`config.mk`:
```
export PLATFORM = sky130hd
export DESIGN_NAME = ex_muldiv_seq
export DESIGN_NICKNAME = d
export VERILOG_FILES = /design/src/rtl/ex_muldiv_seq.sv
export SDC_FILE = /design/constraint.sdc
export NUM_CORES = 1
export LEC_CHECK = 0
export CAP_MARGIN = 30
export CORE_MARGIN = 2
export CORE_UTILIZATION = 35
export DETAILED_ROUTE_END_ITERATION = 7
export GPL_TIMING_DRIVEN = 0
export PLACE_DENSITY = 0.54
export RECOVER_POWER = 100
export SLEW_MARGIN = 30
export SYNTH_ARGS = -nofsm -noshare
export SYNTH_HDL_FRONTEND = slang
export SYNTH_SLANG_ARGS = --single-unit
```
`constraint.sdc`:
```
create_clock -name clk -period 3.2 [get_ports clk]
set_input_delay 0.64 -clock clk [delete_from_list [all_inputs] [get_ports clk]]
set_output_delay 0.64 -clock clk [all_outputs]
set_load 0.01 [all_outputs]
```
`src/rtl/ex_muldiv_seq.sv`:
```
// Iterative MULT/MULTU/DIV/DIVU sequencer beside the EX-stage ALU.
// Owns architectural HI/LO; stalls the pipeline for the fixed 33-cycle calculation.
module ex_muldiv_seq #(
   parameter int unsigned XLEN = 32,
   parameter int unsigned ITER = 32
) (
   input  logic            clk,
   input  logic            reset,
   input  logic            start,
   input  logic [1:0]      op,
   input  logic [XLEN-1:0] opa,
   input  logic [XLEN-1:0] opb,
   input  logic            flush,
   input  logic            wr_hi,
   input  logic            wr_lo,
   input  logic [XLEN-1:0] wdata,
   output logic            stall,
   output logic            busy,
   output logic            done,
   output logic [XLEN-1:0] hi,
   output logic [XLEN-1:0] lo
);

   localparam int unsigned CNT_W = $clog2(ITER);
   localparam int unsigned PROD_W = 2 * XLEN;

   typedef enum logic [1:0] {
      S_IDLE = 2'd0,
      S_CALC = 2'd1,
      S_FIX  = 2'd2,
      S_DONE = 2'd3
   } state_t;

   state_t              r_state;
   state_t              w_next_state;
   logic                w_accept;
   logic                w_commit;
   logic                w_wr_ok;

   logic [CNT_W-1:0]    r_cnt;
   logic                r_is_div;
   logic                r_neg_q;
   logic                r_neg_a;
   logic                r_bzero;
   logic [XLEN-1:0]     r_wh;
   logic [XLEN-1:0]     r_wl;
   logic [XLEN-1:0]     r_mb;
   logic [XLEN-1:0]     r_hi;
   logic [XLEN-1:0]     r_lo;

   logic                w_signed_op;
   logic                w_sa;
   logic                w_sb;
   logic [XLEN-1:0]     w_abs_a;
   logic [XLEN-1:0]     w_abs_b;

   logic [XLEN:0]       w_mul_sum;
   logic [XLEN:0]       w_div_sh;
   logic                w_div_ge;
   logic [XLEN-1:0]     w_div_diff;
   logic [XLEN-1:0]     w_iter_wh;
   logic [XLEN-1:0]     w_iter_wl;

   logic [PROD_W-1:0]   w_prod;
   logic [PROD_W-1:0]   w_prod_fix;
   logic [XLEN-1:0]     w_quo;
   logic [XLEN-1:0]     w_rem;
   logic [XLEN-1:0]     w_fix_hi;
   logic [XLEN-1:0]     w_fix_lo;

   // op[1] selects divide, op[0] selects the unsigned variant
   assign w_signed_op = ~op[0];
   assign w_sa        = w_signed_op & opa[XLEN-1];
   assign w_sb        = w_signed_op & opb[XLEN-1];
   assign w_abs_a     = w_sa ? (XLEN'(0) - opa) : opa;
   assign w_abs_b     = w_sb ? (XLEN'(0) - opb) : opb;

   always_ff @(posedge clk or negedge reset) begin
      if (!reset) begin
         r_state <= S_IDLE;
      end else begin
         r_state <= w_next_state;
      end
   end

   always_comb begin
      w_next_state = r_state;
      w_accept     = 1'b0;
      case (r_state)
         S_IDLE: begin
            if (start && !flush) begin
               w_next_state = S_CALC;
               w_accept     = 1'b1;
            end
         end
         S_CALC: begin
            if (flush) begin
               w_next_state = S_IDLE;
            end else if (r_cnt == CNT_W'(0)) begin
               w_next_state = S_FIX;
            end
         end
         S_FIX: begin
            if (flush) begin
               w_next_state = S_IDLE;
            end else begin
               w_next_state = S_DONE;
            end
         end
         S_DONE: begin
            w_next_state = S_IDLE;
         end
         default: begin
            w_next_state = S_IDLE;
         end
      endcase
   end

   assign w_commit = (r_state == S_FIX) && !flush;
   assign w_wr_ok  = ((r_state == S_IDLE) || (r_state == S_DONE)) && !start;

   // One shift-add (multiply) or restoring-subtract (divide) step on {r_wh, r_wl}
   assign w_mul_sum  = {1'b0, r_wh} + (r_wl[0] ? {1'b0, r_mb} : (XLEN+1)'(0));
   assign w_div_sh   = {r_wh, r_wl[XLEN-1]};
   assign w_div_ge   = w_div_sh >= {1'b0, r_mb};
   assign w_div_diff = w_div_sh[XLEN-1:0] - r_mb;
   assign w_iter_wh  = r_is_div ? (w_div_ge ? w_div_diff : w_div_sh[XLEN-1:0])
                                : w_mul_sum[XLEN:1];
   assign w_iter_wl  = r_is_div ? {r_wl[XLEN-2:0], w_div_ge}
                                : {w_mul_sum[0], r_wl[XLEN-1:1]};

   always_ff @(posedge clk or negedge reset) begin
      if (!reset) begin
         r_cnt    <= '0;
         r_is_div <= 1'b0;
         r_neg_q  <= 1'b0;
         r_neg_a  <= 1'b0;
         r_bzero  <= 1'b0;
         r_wh     <= '0;
         r_wl     <= '0;
         r_mb     <= '0;
      end else if (w_accept) begin
         r_cnt    <= CNT_W'(ITER - 1);
         r_is_div <= op[1];
         r_neg_q  <= w_sa ^ w_sb;
         r_neg_a  <= w_sa;
         r_bzero  <= (opb == XLEN'(0));
         r_wh     <= '0;
         r_wl     <= w_abs_a;
         r_mb     <= w_abs_b;
      end else if (r_state == S_CALC) begin
         r_cnt    <= r_cnt - CNT_W'(1);
         r_wh     <= w_iter_wh;
         r_wl     <= w_iter_wl;
      end
   end

   // Sign fix-up; divide-by-zero leaves |opa| in the remainder, which re-signs back to opa
   assign w_prod     = {r_wh, r_wl};
   assign w_prod_fix = r_neg_q ? (PROD_W'(0) - w_prod) : w_prod;
   assign w_quo      = r_bzero ? {XLEN{1'b1}} : (r_neg_q ? (XLEN'(0) - r_wl) : r_wl);
   assign w_rem      = r_neg_a ? (XLEN'(0) - r_wh) : r_wh;
   assign w_fix_hi   = r_is_div ? w_rem : w_prod_fix[PROD_W-1:XLEN];
   assign w_fix_lo   = r_is_div ? w_quo : w_prod_fix[XLEN-1:0];

   always_ff @(posedge clk or negedge reset) begin
      if (!reset) begin
         r_hi <= '0;
         r_lo <= '0;
      end else if (w_commit) begin
         r_hi <= w_fix_hi;
         r_lo <= w_fix_lo;
      end else if (w_wr_ok) begin
         if (wr_hi) begin
            r_hi <= wdata;
         end
         if (wr_lo) begin
            r_lo <= wdata;
         end
      end
   end

   assign busy  = (r_state == S_CALC) || (r_state == S_FIX);
   assign stall = ((r_state == S_IDLE) && start && !flush) || busy;
   assign done  = (r_state == S_DONE);
   assign hi    = r_hi;
   assign lo    = r_lo;

endmodule
```
==> results of run 1 <==
-- state kept, by name, summed over array words and instances (netlist names) --
| name | count |
|---|---|
| hi | 32 |
| lo | 32 |
| r_bzero | 1 |
| r_cnt | 5 |
| r_is_div | 1 |
| r_mb | 32 |
| r_neg_a | 1 |
| r_neg_q | 1 |
| r_state | 2 |
| r_wh | 32 |
| r_wl | 32 |
-- cells in the mapped netlist, types with 7 or more instances --
library cell | number | area (µm²)
o211ai_1 | 44 | 330
o31ai_1 | 30 | 225
nand2b_1 | 19 | 119
o21bai_1 | 7 | 52.6
or3_1 | 20 | 125
o41ai_1 | 15 | 131
nand4_1 | 15 | 93.8
nor2_1 | 129 | 484
a21oi_1 | 112 | 561
o21ai_1 | 7 | 35.0
nor2b_1 | 16 | 100
and3_1 | 7 | 43.8
a211oi_1 | 10 | 75.1
ha_1 | 74 | 926
nor4_1 | 12 | 75.1
nor3_1 | 33 | 165
buf_1 | 15 | 56.3
clkbuf_1 | 94 | 353
a21boi_0 | 7 | 52.6
a32oi_1 | 33 | 289
nand2_1 | 277 | 1040
or4_1 | 12 | 90.1
and2_1 | 11 | 68.8
a31oi_1 | 18 | 113
xor2_1 | 95 | 832
o21ai_0 | 194 | 971
a21o_1 | 38 | 285
o21a_1 | 13 | 97.6
mux2_2 | 31 | 349
dfrtp_1 | 171 | 4280
xnor2_1 | 73 | 639
mux2i_1 | 55 | 551
nand3_1 | 22 | 110
or2_2 | 8 | 50.1
inv_1 | 73 | 274
-- how the worst max path moves through the flow --
stage | to | from
3_5_place_dp | r_wh[30] | r_wl[0]
5_1_grt | hi[25] | r_wl[9]
3_3_place_gp | r_mb[27] | reset
4_1_cts | r_wh[26] | r_wl[0]
6_report | stall | start
2_1_floorplan | r_wh[26] | r_wl[0]
-- report_power, final --
group	total [µW]	switching, µW	internal, µW
logic	17400	10000	7380
clock network	2180	1030	1150
registers	4550	1260	3290
-- worst reg2reg max path: stages (launching register included) --
cell and delay [ns]:
dfrtp_2 0.44, or4_4 0.59, nor4_4 0.35, buf_4 0.19, nand3_2 0.12, or3_4 0.38, o41ai_2 0.27, nand2_1 0.17
o22ai_2 0.25, xor2_2 0.23, o21ai_1 0.08
-- metrics by stage --
step	TNS (ns)	power, µW
after floorplan	0	14400
after global placement	-1060.11	19400
after detailed placement	-56.19	19600
after CTS	-0.0117	22700
after global routing	-0.597	25900
final	-0.0104	24100
-- routing by layer --
metal | GRT usage (%) | vias to the layer above | wire (µm)
li1 | - | 7280 | -
met1 | 35.0 | 7268 | 26200
met2 | 41.6 | 517 | 26400
met3 | 3.72 | 93 | 3350
met4 | 9.07 | 0 | 1680
met5 | 0 | - | 0
-- cells by family after synthesis --
logic type	after synthesis	synth area share (%)
AO/OA/AOI/OAI	575	24.5
buffers and inverters	189	4.85
AND/OR/NAND/NOR	615	19.4
XOR/XNOR	168	9.89
multiplexers	86	6.05
adder cells (fa/ha/maj)	76	6.50
flip-flops	171	28.8
-- final cells by class --
class / count / share of cell area (%)
well taps: 539 / 3.50
flip-flops and latches: 171 / 22.3
plain buffers: 106 / 2.54
multi-input cells: 1520 / 55.2
inverters: 73 / 1.47
repair buffers: 243 / 11.9
clock inverters: 13 / 0.759
clock buffers: 19 / 2.35
-- layout by cell type, fill, tap and decap left out, types with 18 or more instances in the layout --
| cell | count |
|---|---|
| a21o_1 | 38 |
| a21oi_1 | 96 |
| a32oi_1 | 32 |
| buf_4 | 66 |
| clkbuf_1 | 78 |
| clkbuf_16 | 18 |
| clkdlybuf4s50_1 | 100 |
| dfrtp_1 | 152 |
| dfrtp_2 | 19 |
| dlygate4sd3_1 | 68 |
| ha_1 | 43 |
| ha_2 | 21 |
| inv_1 | 66 |
| mux2_2 | 31 |
| mux2i_1 | 55 |
| nand2_1 | 273 |
| nand2b_1 | 19 |
| nand3_1 | 19 |
| nor2_1 | 115 |
| nor3_1 | 29 |
| o211ai_1 | 44 |
| o21ai_0 | 179 |
| o31ai_1 | 24 |
| or3_1 | 18 |
| xnor2_1 | 71 |
| xor2_1 | 94 |
-- what timing repair did --
| action | in CTS | in global routing |
|---|---|---|
| gates cloned | 1 | 1 |
| pin swaps | 21 | 45 |
| resized for setup | 104 | 145 |
| hold buffers | 0 | 0 |
| endpoints found under the setup margin | 80 | 58 |
| buffers inserted | 20 | 49 |
==> impl_metrics.tcl, run 1 <==
set metrics [dict create \
    ir_worst_vdd_mv 0.486 \
    die_h_um 210 \
    numClockSinks 171 \
    io_pins 171 \
    synth_fp_nets 2060 \
    tightest_slew_ns 1.46 \
    syn_inst 1880 \
    finalCritPeriodShare_pct 100 \
    hold_viol_final 0 \
    insertedDiodeCount 0 \
    yosys_most_used_dff "dfrtp_1" \
    gp_congestion 0.924 \
    synth_edf_count 0 \
    dp.cells 2592 \
    leakage_uw 0.00780 \
    grt_pass1_vias 14600 \
    drv_cap 0 \
    ff_latch_area_um2 4300 \
    die_w_um 210 \
    synth.distinct_cells 73 \
    netlist_area_um2 14900 \
    overflow 0 \
    r2r_slack_ns 0 \
    antenna_found_initial 0 \
    syn2layout_area_growth_pct 29.7 \
    hold-worst-slack_ns 0.475 \
    preCtsSetupSlack_ns -1.02 \
    ant_nets 0 \
    clk_path_buf_depth 2 \
    die-area_um2 44200 \
    totalWireLength_um 57600 \
    ys_seq_area_share_pct 28.8 \
    final-instance-count-excl-fill 2684 \
    path_buf_inv 3 \
    fin_skew_ns 0.0256 \
    worstPathMaxFanout 19 \
    critical_path.cell_chain "dlygate4sd3_1 -> nand2b_1 -> or2_4 -> clkbuf_16 -> nand2b_1 -> clkdlybuf4s50_1" \
    r2r_cells 10 \
    powerDensity_nw_per_um2 1250 \
    status "finished with violations" \
    cp.required_ns 2.56 \
    drtIter0Drc 1138 \
    initial_core_util_pct 35.5 \
    startpoint_type "input port" \
    grt_max_degree 59 \
    relSlewSlack_pct 2.50 \
    path_clk_slew_ns 0.09 \
    hpwl_um 45400 \
    fin_nets 2312 \
    grt_usage_pct 25.7 \
    stdcell_area_um2 19300 \
    firstDrtPassIters 5 \
    final_layout_size_suffix_gt1_share_pct 15.4 \
    violations "negative setup slack" \
    cts_htree_levels 4 \
    cts_tree "done" \
    core_area_um2 41900 \
    drc 0 \
    cp_common_cell "nand2b_1" \
    final_core_util_pct 46.0 \
    cts-root-buf "clkbuf_16" \
    synthArstFlopShare_pct 100 \
    num_vias 15200 \
    numCtsBuffers 17 \
    rsz0062_at_grt "yes" \
    crit_slowest_cell "dlygate4sd3_1" \
    cpPeakStageDelay_ns 0.64 \
    critical_path_depth 6 \
    port_buffers 170 \
    clkLatencyLatePin_ns 0.48 \
    arrival_ns 2.57 \
    n_fill_cell 4207 \
    cp_top_family "buffers and inverters" \
    worstSetupPathType "in2out" \
    fin_crit_ns 3.21 \
    rows 75 \
    synth_warnings 0 \
    r2r_start "r_wl[10]" \
    report.final.slew_viol_count 0 \
    end_kind "output port" \
    multi_input_area_um2 10600 \
    fin_ws_ns -0.0104 \
    dpl_cell_area_um2 17300 \
    setup_viol 1 \
    reg2reg_to "hi[25]" \
    wl_per_cell_um 21.5 \
    grt_pass1_wl_um 87100 \
    route.detailed.vias_per_inst 5.65 \
    synth-seq-cells 171 \
    fmax_ghz 0.311 \
    avgSynthCellArea_um2 7.91 \
    min_path_type "in2async" \
]
Power figures use the tool's default switching activity.
==> run 2, diff against run 1 <==
--- a/config.mk
+++ b/config.mk
@@ -12,7 +12,6 @@
 export GPL_TIMING_DRIVEN = 0
 export PLACE_DENSITY = 0.54
 export RECOVER_POWER = 100
-export SLEW_MARGIN = 30
 export SYNTH_ARGS = -nofsm -noshare
 export SYNTH_HDL_FRONTEND = slang
 export SYNTH_SLANG_ARGS = --single-unit
==> impl_metrics.tcl, run 2 (synthesis gave the netlist of run 1 again) <==
set metrics [dict create \
    ctsHoldBuffers 0 \
    final_common_cell "nand2_1" \
    cts_htree_levels 4 \
    power.switching_uw 12200 \
    fin_skew_ns 0.0185 \
    cts_tree "done" \
    arrival_ns 2.58 \
    status "finished with violations" \
    finalCritPeriodShare_pct 101 \
    wl_met2_um 26100 \
    ir_worst_vdd_mv 0.436 \
    end_kind "output port" \
    gp_congestion 0.924 \
    io_pins 171 \
    hpwl_um 45300 \
    numClockSinks 171 \
    cp_common_cell "nand2b_1" \
    numCtsBuffers 17 \
    final_core_util_pct 45.6 \
    port_buffers 170 \
    clkLatencyLatePin_ns 0.48 \
    die_h_um 210 \
    finalSetupTns_ns -0.0198 \
    hold-worst-slack_ns 0.480 \
    critical_path.cell_chain "dlygate4sd3_1 -> nand2b_1 -> or2_4 -> clkbuf_16 -> nand2b_1 -> clkdlybuf4s50_1" \
    tightest_slew_ns 1.52 \
    min_path_type "reg2reg" \
    swShare_pct 51.2 \
    die-area_um2 44200 \
    final_layout_size_suffix_gt1_share_pct 13.8 \
    fin_crit_ns 3.22 \
    n_fill_cell 4163 \
    leakage_uw 0.00766 \
    dr_wl_met3_um 3340 \
    overflow 0 \
    rsz0062_at_grt "yes" \
    drtIter0Drc 1194 \
    layout_common_cells "nand2_1 (272), o21ai_0 (180), dfrtp_1 (153)" \
    worstSetupPathType "in2out" \
    syn2layout_area_growth_pct 28.6 \
    initial_core_util_pct 35.5 \
    violations "max-capacitance violations, max-slew violations, negative setup slack" \
    cpPeakStageDelay_ns 0.64 \
    setup_viol 1 \
    drv_cap 1 \
    cp.required_ns 2.56 \
    fin_ws_ns -0.0198 \
    ant_nets 0 \
    met1Wirelength_um 26000 \
    relSlewSlack_pct -1.41 \
    antenna_found_initial 1 \
    path_clk_slew_ns 0.08 \
    pwr-share-seq_pct 19.6 \
    rows 75 \
    totalWireLength_um 57100 \
    cts-root-buf "clkbuf_16" \
    startpoint_type "input port" \
    fin_nets 2278 \
    firstDrtPassIters 5 \
    powerDensity_nw_per_um2 1250 \
    intPower_uw 11700 \
    route.detailed.vias_per_inst 5.70 \
    fmax_ghz 0.311 \
    worstPathMaxFanout 19 \
    hold_viol_final 0 \
    p_clk_share_pct 8.9 \
    crit_slowest_cell "dlygate4sd3_1" \
    p_total_uw 23900 \
    grt_max_degree 116 \
    p_comb_share_pct 71.5 \
    highest_layer "met4" \
    num_vias 15100 \
    core_area_um2 41900 \
    die_w_um 210 \
    clk_path_buf_depth 2 \
    report.final.slew_viol_count 57 \
    grt_pass1_vias 14600 \
    grt_pass1_wl_um 86100 \
    drc 0 \
    wl_per_cell_um 21.5 \
    grt_usage_pct 25.4 \
]
## run 2: cell count changes in the layout (fill, tap and decap cells not counted), sizes merged, moves of 3 or more
cell      previous run  this run
clkinvlp             4         1
diode                0         3
clkbuf             105       102
inv                 80        76
clkinv               1         8
buf                 94        63
## run 2: power by group through the flow
stage               logic (µW)  registers, µW  clock network [µW]
floorplan                10100           4290                   0
global placement         14900           4590                   0
detailed placement       14900           4630                   0
CTS                      15800           4610                2170
global route             18600           4820                2250
finish                   17100           4680                2130
## run 2: area by class of cell
class	count	area (µm²)	area share (%)
antenna	3	7.51	0.0392
buffer	104	478	2.50
clock buffer	19	453	2.37
clock inverter	13	136	0.713
inverter	73	283	1.48
multi-input combinational	1520	10700	56.0
sequential	171	4300	22.5
tap	539	674	3.53
timing repair buffer	211	2080	10.9
## run 2: path summary, 6_finish.rpt
check | start | endpoint | slack (ns) | cells past startpoint
worst max-delay path | start | stall | -0.02 | 6
worst min-delay path | r_mb[10] | r_mb[10] | 0.48 | 2
worst max register to register | r_wl[0] | r_wh[30] | 0.03 | 14
worst min register to register | r_mb[10] | r_mb[10] | 0.48 | 2
max in group asynchronous | reset | r_wh[14] | 1.40 | 2
min in group asynchronous | reset | lo[9] | 0.50 | 1
## run 2: routing by layer
metal / up-vias / global-route usage [%]
met2: 544 / 41.1
met3: 92 / 3.43
met1: 7264 / 34.7
met5: - / 0
met4: 0 / 9.39
li1: 7221 / -
## run 2: stage by stage
stage	worst slack, ns	std cells	cell area (µm²)
floorplan	0.104	1880	14900
global placement	-5.90	2589	17200
detailed placement	-1.01	2590	17300
CTS	-0.0259	2623	18400
global route	-0.0926	2650	19100
finish	-0.0198	2653	19100
## run 2: critical path: cells and delay by family
family        cells  cell delay (ns)
buf+inv           3             1.38
simple gates      3             0.53
## run 2: repair_timing
item,4_1_cts,5_1_grt
setup endpoints to repair,80,56
endpoints found under the hold margin,0,0
pin swaps,12,37
cloned,0,2
buffers inserted,10,29
resized for setup,109,135
==> run 3, diff against run 2 <==
--- a/config.mk
+++ b/config.mk
@@ -6,12 +6,15 @@
 export NUM_CORES = 1
 export LEC_CHECK = 0
 export CAP_MARGIN = 30
+export CORE_ASPECT_RATIO = 1.2
 export CORE_MARGIN = 2
 export CORE_UTILIZATION = 35
 export DETAILED_ROUTE_END_ITERATION = 7
 export GPL_TIMING_DRIVEN = 0
 export PLACE_DENSITY = 0.54
 export RECOVER_POWER = 100
+export SETUP_SLACK_MARGIN = 0.02
+export SLEW_MARGIN = 20
 export SYNTH_ARGS = -nofsm -noshare
 export SYNTH_HDL_FRONTEND = slang
 export SYNTH_SLANG_ARGS = --single-unit
==> impl_metrics.tcl, run 3 (synthesis gave the netlist of run 1 again) <==
set metrics [dict create \
    hpwl_um 45600 \
    violations "max-capacitance violations, max-slew violations" \
    firstDrtPassIters 5 \
    end_kind "flop" \
    startpoint_type "flop" \
    highest_layer "met4" \
    worstSetupPathType "reg2reg" \
    antenna_found_initial 0 \
    grt_pass1_wl_um 87300 \
    die-area_um2 44200 \
    grt_max_degree 91 \
    worstPathMaxFanout 10 \
    rows 82 \
    cts_tree "done" \
    fin_nets 2278 \
    hold_viol_final 0 \
    path_clk_slew_ns 0.07 \
    stdcell_area_um2 19000 \
    leakage_uw 0.00765 \
    fin_skew_ns 0.0131 \
    numClockSinks 171 \
    rsz0062_at_grt "yes" \
    io_pins 171 \
    drv_cap 1 \
    hold-worst-slack_ns 0.478 \
    die_w_um 192 \
    r2r_start "r_wh[2]" \
    ant_nets 0 \
    dr_wl_met3_um 2260 \
    reg2reg_to "r_wh[20]" \
    insertedDiodeCount 0 \
    clk_path_buf_depth 2 \
    finalCritPeriodShare_pct 98.5 \
    initial_core_util_pct 35.5 \
    setup_viol 0 \
    powerDensity_nw_per_um2 1240 \
    wl_met2_um 28600 \
    report.final.slew_viol_count 83 \
    dpl_cell_area_um2 17300 \
    numCtsBuffers 17 \
    drc 0 \
    status "finished with violations" \
    whs_path_depth 2 \
    grt_pass1_vias 14900 \
    tightest_slew_ns 2.18 \
    wl_per_cell_um 21.5 \
    drtIter0Drc 812 \
    core_area_um2 41900 \
    die_h_um 230 \
    r2r_cells 12 \
    worstHoldEndpoint "r_mb[28]" \
    gp_congestion 0.914 \
    totalWireLength_um 57200 \
    fmax_ghz 0.317 \
    clkLatencyLatePin_ns 0.46 \
    syn2layout_area_growth_pct 27.6 \
    overflow 0 \
    route.detailed.vias_per_inst 5.60 \
    finalSetupTns_ns 0 \
    grt_usage_pct 25.8 \
    min_path_type "reg2reg" \
    layout_common_cells "nand2_1 (272), o21ai_0 (183), dfrtp_1 (152)" \
    cts_htree_levels 4 \
    p_total_uw 23400 \
    relSlewSlack_pct -45.2 \
    cp.required_ns 3.51 \
    fin_crit_ns 3.15 \
    met1Wirelength_um 24100 \
    r2r_slack_ns 0.05 \
    ctsHoldBuffers 0 \
    final_core_util_pct 45.3 \
    ir_worst_vdd_mv 0.531 \
    port_buffers 170 \
    num_vias 14900 \
    final_common_cell "nand2_1" \
    arrival_ns 3.46 \
    final_layout_size_suffix_gt1_share_pct 13.0 \
    cts-root-buf "clkbuf_16" \
    hp-start "r_mb[28]" \
]
run 3: cell count changes in the layout (fill, tap and decap cells not counted), sizes merged:
cell,delta
clkbuf,+3
diode,-3
dlymetal6s2s,+2
clkdlybuf4s50,-2
clkinvlp,+4
inv,-1
buf,-3
clkinv,-3
run 3: how the worst max path moves through the flow:
stage	from	to	slack (ns)	depth (start not counted)
6_report	r_wh[2]	r_wh[20]	0.05	12
5_1_grt	r_wl[0]	r_wh[26]	-0.07	14
4_1_cts	r_wl[0]	r_wh[25]	-0.003	14
3_5_place_dp	flush	stall	-1.17	8
3_3_place_gp	reset	r_mb[26]	-5.94	1
2_1_floorplan	r_wl[0]	r_wh[26]	0.10	13
run 3: final cells by class:
cell class | instances | area [µm²]
Tap cell | 546 | 683
Sequential cell | 171 | 4300
Inverter | 73 | 285
Buffer | 107 | 472
Timing Repair Buffer | 208 | 2010
Multi-Input combinational cell | 1520 | 10700
Fill cell | 4294 | 22900
Clock inverter | 13 | 119
Clock buffer | 19 | 433
run 3: worst max-delay path: stages (launching register included):
cell and delay, ns:
dfrtp_2 0.51, ha_4 0.30, nand4_1 0.19, a21oi_2 0.11, o2111a_2 0.32, o31ai_4 0.36
a21oi_4 0.12, o21ai_2 0.19, buf_6 0.21, buf_4 0.13, mux2_2 0.32, mux2i_1 0.16
a21oi_1 0.09
run 3: what timing repair did:
action | in CTS | in global routing
endpoints found under the setup margin | 109 | 54
buffers inserted | 9 | 28
resized for setup | 89 | 143
gates cloned | 0 | 0
pin swaps | 5 | 37
run 3: power by group:
| part | internal (µW) | switching [µW] |
|---|---|---|
| clock network | 1080 | 982 |
| registers | 3290 | 1320 |
| logic | 7040 | 9720 |
run 3: per-stage QoR:
step / worst slack [ns] / std cells
2_1_floorplan: 0.104 / 1880
3_3_place_gp: -5.94 / 2596
3_5_place_dp: -1.17 / 2597
4_1_cts: -0.00277 / 2632
5_1_grt: -0.0665 / 2657
6_report: 0.0468 / 2657
run 3: per-layer routing:
| layer | global-route usage, % | vias to the layer above |
|---|---|---|
| met2 | 46.5 | 415 |
| met3 | 2.30 | 102 |
| met4 | 10.4 | 0 |
| met1 | 31.4 | 7149 |
| li1 | - | 7217 |
| met5 | 0 | - |
